### config.mk
export PLATFORM = sky130hd
export DESIGN_NAME = piso_shift_reg
export DESIGN_NICKNAME = d
export VERILOG_FILES = /design/src/rtl/piso_pkg.sv /design/src/rtl/piso_bit_counter.sv /design/src/rtl/piso_shift_reg.sv
export SDC_FILE = /design/constraint.sdc
export NUM_CORES = 1
export LEC_CHECK = 0
export BUFFER_PORTS_ARGS = -buffer_cell sky130_fd_sc_hd__buf_4
export CAP_MARGIN = 20
export CORE_AREA = 8 8 45 47
export DETAILED_ROUTE_END_ITERATION = 16
export DIE_AREA = 0 0 53 55
export GPL_ROUTABILITY_DRIVEN = 1
export PLACE_DENSITY = 0.57
export SLEW_MARGIN = 10
export SYNTH_ARGS = -nofsm -noshare
export SYNTH_HDL_FRONTEND = slang
export SYNTH_SLANG_ARGS = --single-unit
### constraint.sdc
create_clock -name clk -period 1 [get_ports clk]
set_input_delay 0.1 -clock clk [delete_from_list [all_inputs] [get_ports clk]]
set_output_delay 0.1 -clock clk [all_outputs]
set_load 0.01 [all_outputs]
### src/rtl/piso_pkg.sv
// Shared constants and helpers for the parallel-in / serial-out shift register.
package piso_pkg;

   localparam int unsigned PISO_DEFAULT_WIDTH = 4;

   // Width of a counter able to hold the values 0..w inclusive.
   function automatic int unsigned cnt_width(input int unsigned w);
      return $clog2(w + 1);
   endfunction

endpackage : piso_pkg

### src/rtl/piso_bit_counter.sv
// Saturating down-counter with load, async clear, and a nonzero flag.
module piso_bit_counter
   import piso_pkg::*;
#(
   parameter  int unsigned MAX   = PISO_DEFAULT_WIDTH,
   localparam int unsigned CNT_W = cnt_width(MAX)
) (
   input  logic             clk,
   input  logic             clear,
   input  logic             load,
   input  logic             dec,
   output logic [CNT_W-1:0] count,
   output logic             nonzero
);

   // Load wins over decrement; decrement stops at zero.
   always_ff @(posedge clk or posedge clear) begin
      if (clear) begin
         count <= '0;
      end else if (load) begin
         count <= CNT_W'(MAX);
      end else if (dec && (count != '0)) begin
         count <= count - CNT_W'(1);
      end
   end

   assign nonzero = (count != '0);

endmodule : piso_bit_counter

### src/rtl/piso_shift_reg.sv
// Parallel-in, serial-out shift register with a remaining-bit counter.
module piso_shift_reg
   import piso_pkg::*;
#(
   parameter  int unsigned WIDTH     = PISO_DEFAULT_WIDTH,
   parameter  bit          MSB_FIRST = 1'b1,
   localparam int unsigned CNT_W     = cnt_width(WIDTH)
) (
   input  logic             clk,
   input  logic             clear,
   input  logic             en,
   input  logic [WIDTH-1:0] p_in,
   output logic             s_out,
   output logic             s_valid,
   output logic [CNT_W-1:0] bits_left
);

   logic [WIDTH-1:0] sreg;

   // p_in is only sampled on a load, so X on it cannot leak in while shifting.
   always_ff @(posedge clk or posedge clear) begin
      if (clear) begin
         sreg <= '0;
      end else if (en) begin
         sreg <= p_in;
      end else if (MSB_FIRST) begin
         sreg <= {sreg[WIDTH-2:0], 1'b0};
      end else begin
         sreg <= {1'b0, sreg[WIDTH-1:1]};
      end
   end

   assign s_out = MSB_FIRST ? sreg[WIDTH-1] : sreg[0];

   piso_bit_counter #(
      .MAX (WIDTH)
   ) u_bit_counter (
      .clk     (clk),
      .clear   (clear),
      .load    (en),
      .dec     (~en),
      .count   (bits_left),
      .nonzero (s_valid)
   );

endmodule : piso_shift_reg

# ---- Yosys cells after proc, flatten, opt, wreduce, memory -nomap -nowiden
# Index checks and enable logic that the tools add are counted.
dict set report word_totals {
  register_bits 7
  inputBits 7
  elab_cells 10
}
dict set report op_classes {
  addsub 1
  mux 3
  bitwise 1
  n_reduce_logical 3
}
# cell n
set ops {}
lappend ops {{$mux W3} 2}
lappend ops {{$mux W4} 1}
lappend ops {{$reduce_bool A3 Y1} 1}
lappend ops {{$sub A3 B1 Y3 const B} 1}
lappend ops {{$reduce_bool A2 Y1} 1}
lappend ops {{$logic_and A1 B1 Y1} 1}
lappend ops {{$not A1 Y1} 1}

# ---- Logic depth before layout (Yosys ltp)
dict set report logic_depth {
  depth_word 4
  mapped_depth 4
  mapped_depth_nobuf 4
}

# ---- Hierarchy
# Synthesis repeated with hierarchy kept, for this count alone.
dict set report unflattened {
  hier_cells 29
  hier_area_um2 339.1
}
# module n_inst cells_each area_per_inst_um2
set modules_own_cells {}
lappend modules_own_cells {piso_bit_counter 1 19 190.2}
lappend modules_own_cells {piso_shift_reg 1 10 148.9}

# ---- Worst setup path after synthesis
# No wires, ideal clock.
dict set report synth_timing {
  path_type {reg2reg}
  startpoint {register u_bit_counter.count[0]}
  endpoint {register u_bit_counter.count[0]}
  setup_time_ns 0.125
  arrival_time_ns 1.097
  t_required_ns 0.875
  path_slack_ns -0.222
  stages_incl_launch_ff 5
  path_buffers 0
  synth_period_minus_slack_ns 1.222
  path_cell_list {dfrtp_1 inv_1 ha_1 nand2b_4 mux2_4}
}
dict set report synth_between {
  elab_chain_len 3
  elab_cells_between_ends 6
  cone_classes {add/sub: 1; mux: 2; reduce/logical: 3}
}
# element line
set synth_lines {}
lappend synth_lines {{start: declaration} piso_bit_counter.sv:12} ;# output logic [CNT_W-1:0] count,
lappend synth_lines {{start signal: assignment} piso_bit_counter.sv:21} ;# count <= CNT_W'(MAX);
lappend synth_lines {{start signal: assignment} piso_bit_counter.sv:23} ;# count <= count - CNT_W'(1);
lappend synth_lines {{$reduce_bool A3 Y1} --}
lappend synth_lines {{net s_valid} piso_shift_reg.sv:14} ;# output logic s_valid,
lappend synth_lines {{$logic_and A1 B1 Y1} piso_bit_counter.sv:22} ;# end else if (dec && (count != '0)) begin
lappend synth_lines {{$reduce_bool A2 Y1 (no source line)} --}
# The timed path passes the listed nets, and every way through them passes these cells. The select of a mux whose other input is x is not followed.
# A chain may end at the register's enable or synchronous reset.

# ---- Worst setup path in the final report
dict set report layout_timing {
  startpoint {register u_bit_counter.count[1]}
  endpoint {output port s_valid}
}
dict set report layout_between {
  elab_chain_len 1
}
# element line
set layout_lines {}
lappend layout_lines {{$reduce_bool A3 Y1} piso_bit_counter.sv:27} ;# assign nonzero = (count != '0);
lappend layout_lines {{end: declaration} piso_shift_reg.sv:14}
# Every way passes these cells.

==> flow_summary.yaml <==
outcome:
  run_status: "finished, violations left"
  violations: "setup timing"
detailed_routing:
  post_drt_wl_per_cell_um: 11.3
  firstDrtPassIters: 2
  drcViolationCount: 0
  routed_wl_um: 756
  vias: 272
  drt-initial-drc-count: 1
  viasPerCell: 4.06
  ant_nets: 0
yosys:
  yosysWarnings: 0
  syn_nets: 35
  synth-compound-area-share: 0.0485
  synthXorXnorAreaFrac: 0
  syn_area_um2: 335
  synth_top_family_by_area: "multiplexers"
  yosys_register_bits: 7
  avgSynthCellArea_um2: 12.9
  synthCells: 26
  synth-simple-area-share: 0.142
  synth_adder_area_share: 0.0746
  synth_cell_types: 14
  synthMuxAreaShare: 0.146
  synth-seq-area-share: 0.522
place:
  gp_congestion: 0.694
  portBuffers: 11
  hpwl_um: 534
cts:
  cts.reportedPaths.clkPinSlew_ns: 0.05
  clock_path_buffers: 2
  cts_buffers: 3
  cts.sinks: 7
  clk_latency_ns: 0.24
  cts_root_buffer: "clkbuf_4"
  tritoncts: "done"
  htreeDepth: 1
worst_hold_path:
  worst_hold_path_type: "primary input to flip-flop"
timing:
  worst_slack_ns: -0.239
  max_freq_mhz: 807
  tightest_slew_ns: 0.275
  setup_violations: 6
  fin_crit_ns: 1.24
  relSlewSlack: 0.816
  rsz0062_at_grt: "true"
  slew_viol_final: 0
  finalClockSkew_ns: 0.000388
  hold_viol: 0
  whs_ns: 0.0752
  finalCritPeriodShare: 1.24
floorplanning:
  die_w_um: 53
  die_h_um: 55
  rows: 14
  core_um2: 1380
  start_util: 0.242
  dieArea_um2: 2920
  io_pins: 12
setup_path:
  critPathCapture: "s_valid"
  reg2reg_to: "u_bit_counter.count[0]$_DFFE_PP0P_"
  crit_path_start_kind: "flip-flop"
  reg2regPathDepth: 5
  slowest_stage: "dfrtp_1"
  path_cells: "inv_2, ha_4, nand2b_4, buf_6, buf_6"
  path_class: "flip-flop to output port"
  slowest_delay_ns: 0.38
  worstSetupEndpointType: "output port"
  crit_arrival_ns: 1.14
  startpoint: "u_bit_counter.count[1]$_DFFE_PP0P_"
  rrSetupSlack_ns: -0.22
  path_max_fanout: 3
  worstReg2RegStart: "u_bit_counter.count[1]$_DFFE_PP0P_"
  required_ns: 0.90
  cp_common_cell: "buf_6"
grt:
  grt_pass1_wl_mm: 1.32
  grt.overflow.total: 0
  antenna_found_initial: 0
  gr-usage-all-layers: 0.0637
  grt_pass1_vias: 315
  grt_max_degree: 9
layout:
  num-fill-cells: 130
  num-nets-final: 61
  multiInputGateArea_um2: 168
  antennaDiodeCount: 0
  drive_gt1_frac: 0.647
  regArea_um2: 175
  area_delta_synth_final_pct: 78.4
power_and_ir_drop:
  p_per_area_nw_per_um2: 2470
  power_mw: 1.48
  ir_drop_mv: 0.732
  leakage_nw: 0.291
run:
  maxCapViolCount: 0
-- cells in the mapped netlist --
cell type	n	area, um^2
ha_1	2	25.0
and2_1	1	6.26
buf_6	1	11.3
inv_1	3	11.3
mux2_1	1	11.3
nand2b_4	1	13.8
mux2_4	1	15.0
nor2b_1	2	12.5
nor3b_1	1	7.51
mux2_2	2	22.5
dfrtp_1	7	175
a211o_1	1	8.76
a211oi_1	1	7.51
nor2_1	2	7.51
-- worst max-delay path, delay by kind of cell (launching register included) --
kind	cells	cell delay (ns)
buffers and inverters	3	0.31
flip-flops	1	0.38
adder cells (fa/ha/maj)	1	0.16
AND/OR/NAND/NOR	1	0.06
-- layout make-up --
cell class / instances / share of cell area
Timing Repair Buffer: 22 / 0.331
Sequential cell: 7 / 0.293
Multi-Input combinational cell: 15 / 0.280
Clock buffer: 4 / 0.0439
Tap cell: 16 / 0.0335
Inverter: 3 / 0.0188
-- layout by cell type (no fill, tap or decap) --
cell type and count:
ha_4 2, nand2b_4 1, buf_6 8, nor3b_1 1, a211oi_2 1, and2_1 1
dlygate4sd3_1 1, a211o_1 1, mux2_4 1, inv_1 1, mux2_1 1, nor2b_1 2
clkbuf_4 3, nor2_1 2, buf_4 13, dfrtp_1 7, clkbuf_1 1, inv_2 2
mux2_2 2
-- through the flow --
| step | setup slack, ns | util | cell area [um^2] | cells | setup TNS, ns |
|---|---|---|---|---|---|
| after global placement | -0.0796 | 0.339 | 469 | 56 | -0.142 |
| after floorplan | -0.138 | - | 348 | 26 | -0.234 |
| after CTS | -0.245 | 0.427 | 591 | 66 | -0.855 |
| after global routing | -0.289 | 0.432 | 598 | 67 | -1.18 |
| final | -0.239 | 0.432 | 598 | 67 | -0.880 |
| after detailed placement | -0.0875 | 0.339 | 469 | 56 | -0.177 |
-- kinds of logic after synthesis --
logic type / Yosys count
muxes: 4
buffers and inverters: 4
adders and majority gates: 2
and+or+nand+nor: 7
DFF: 7
AOI/OAI and AO/OA: 2
-- power by group --
| group | internal, mW | switching, mW |
|---|---|---|
| logic | 0.545 | 0.306 |
| clock network | 0.152 | 0.0981 |
| registers | 0.343 | 0.0355 |
| total | 1.04 | 0.439 |
-- worst min path at each step --
| stage | start | endpoint | slack, ns | depth (start not counted) |
|---|---|---|---|---|
| 2_1_floorplan | clear | sreg[0]$_DFF_PP0_ | -0.1 | 1 |
| 3_3_place_gp | clear | sreg[3]$_DFF_PP0_ | 0.06 | 2 |
| 3_5_place_dp | clear | sreg[0]$_DFF_PP0_ | 0.06 | 2 |
| 4_1_cts | p_in[0] | sreg[0]$_DFF_PP0_ | 0.07 | 2 |
| 5_1_grt | p_in[1] | sreg[1]$_DFF_PP0_ | 0.08 | 2 |
| 6_report | p_in[0] | sreg[0]$_DFF_PP0_ | 0.08 | 2 |
-- state kept, by name (all words and copies together), names as in the netlist --
name,count
sreg,4
u_bit_counter.count,3
-- per-layer routing --
layer	part of all wire	up-vias	track usage
met2	0.48	12	0.104
met4	0	0	0.0388
li1	-	136	-
met1	0.39	124	0.0616
met5	0	-	0
met3	0.13	0	0.0374
-- what timing repair did --
item | in CTS | in global routing
resized for setup | 11 | 0
pin swaps | 2 | 2
setup buffers | 5 | 2
endpoints found under the hold margin | 7 | 0
hold buffers | 1 | 0
setup endpoints to repair | 7 | 7
Power figures use the tool's default switching activity.
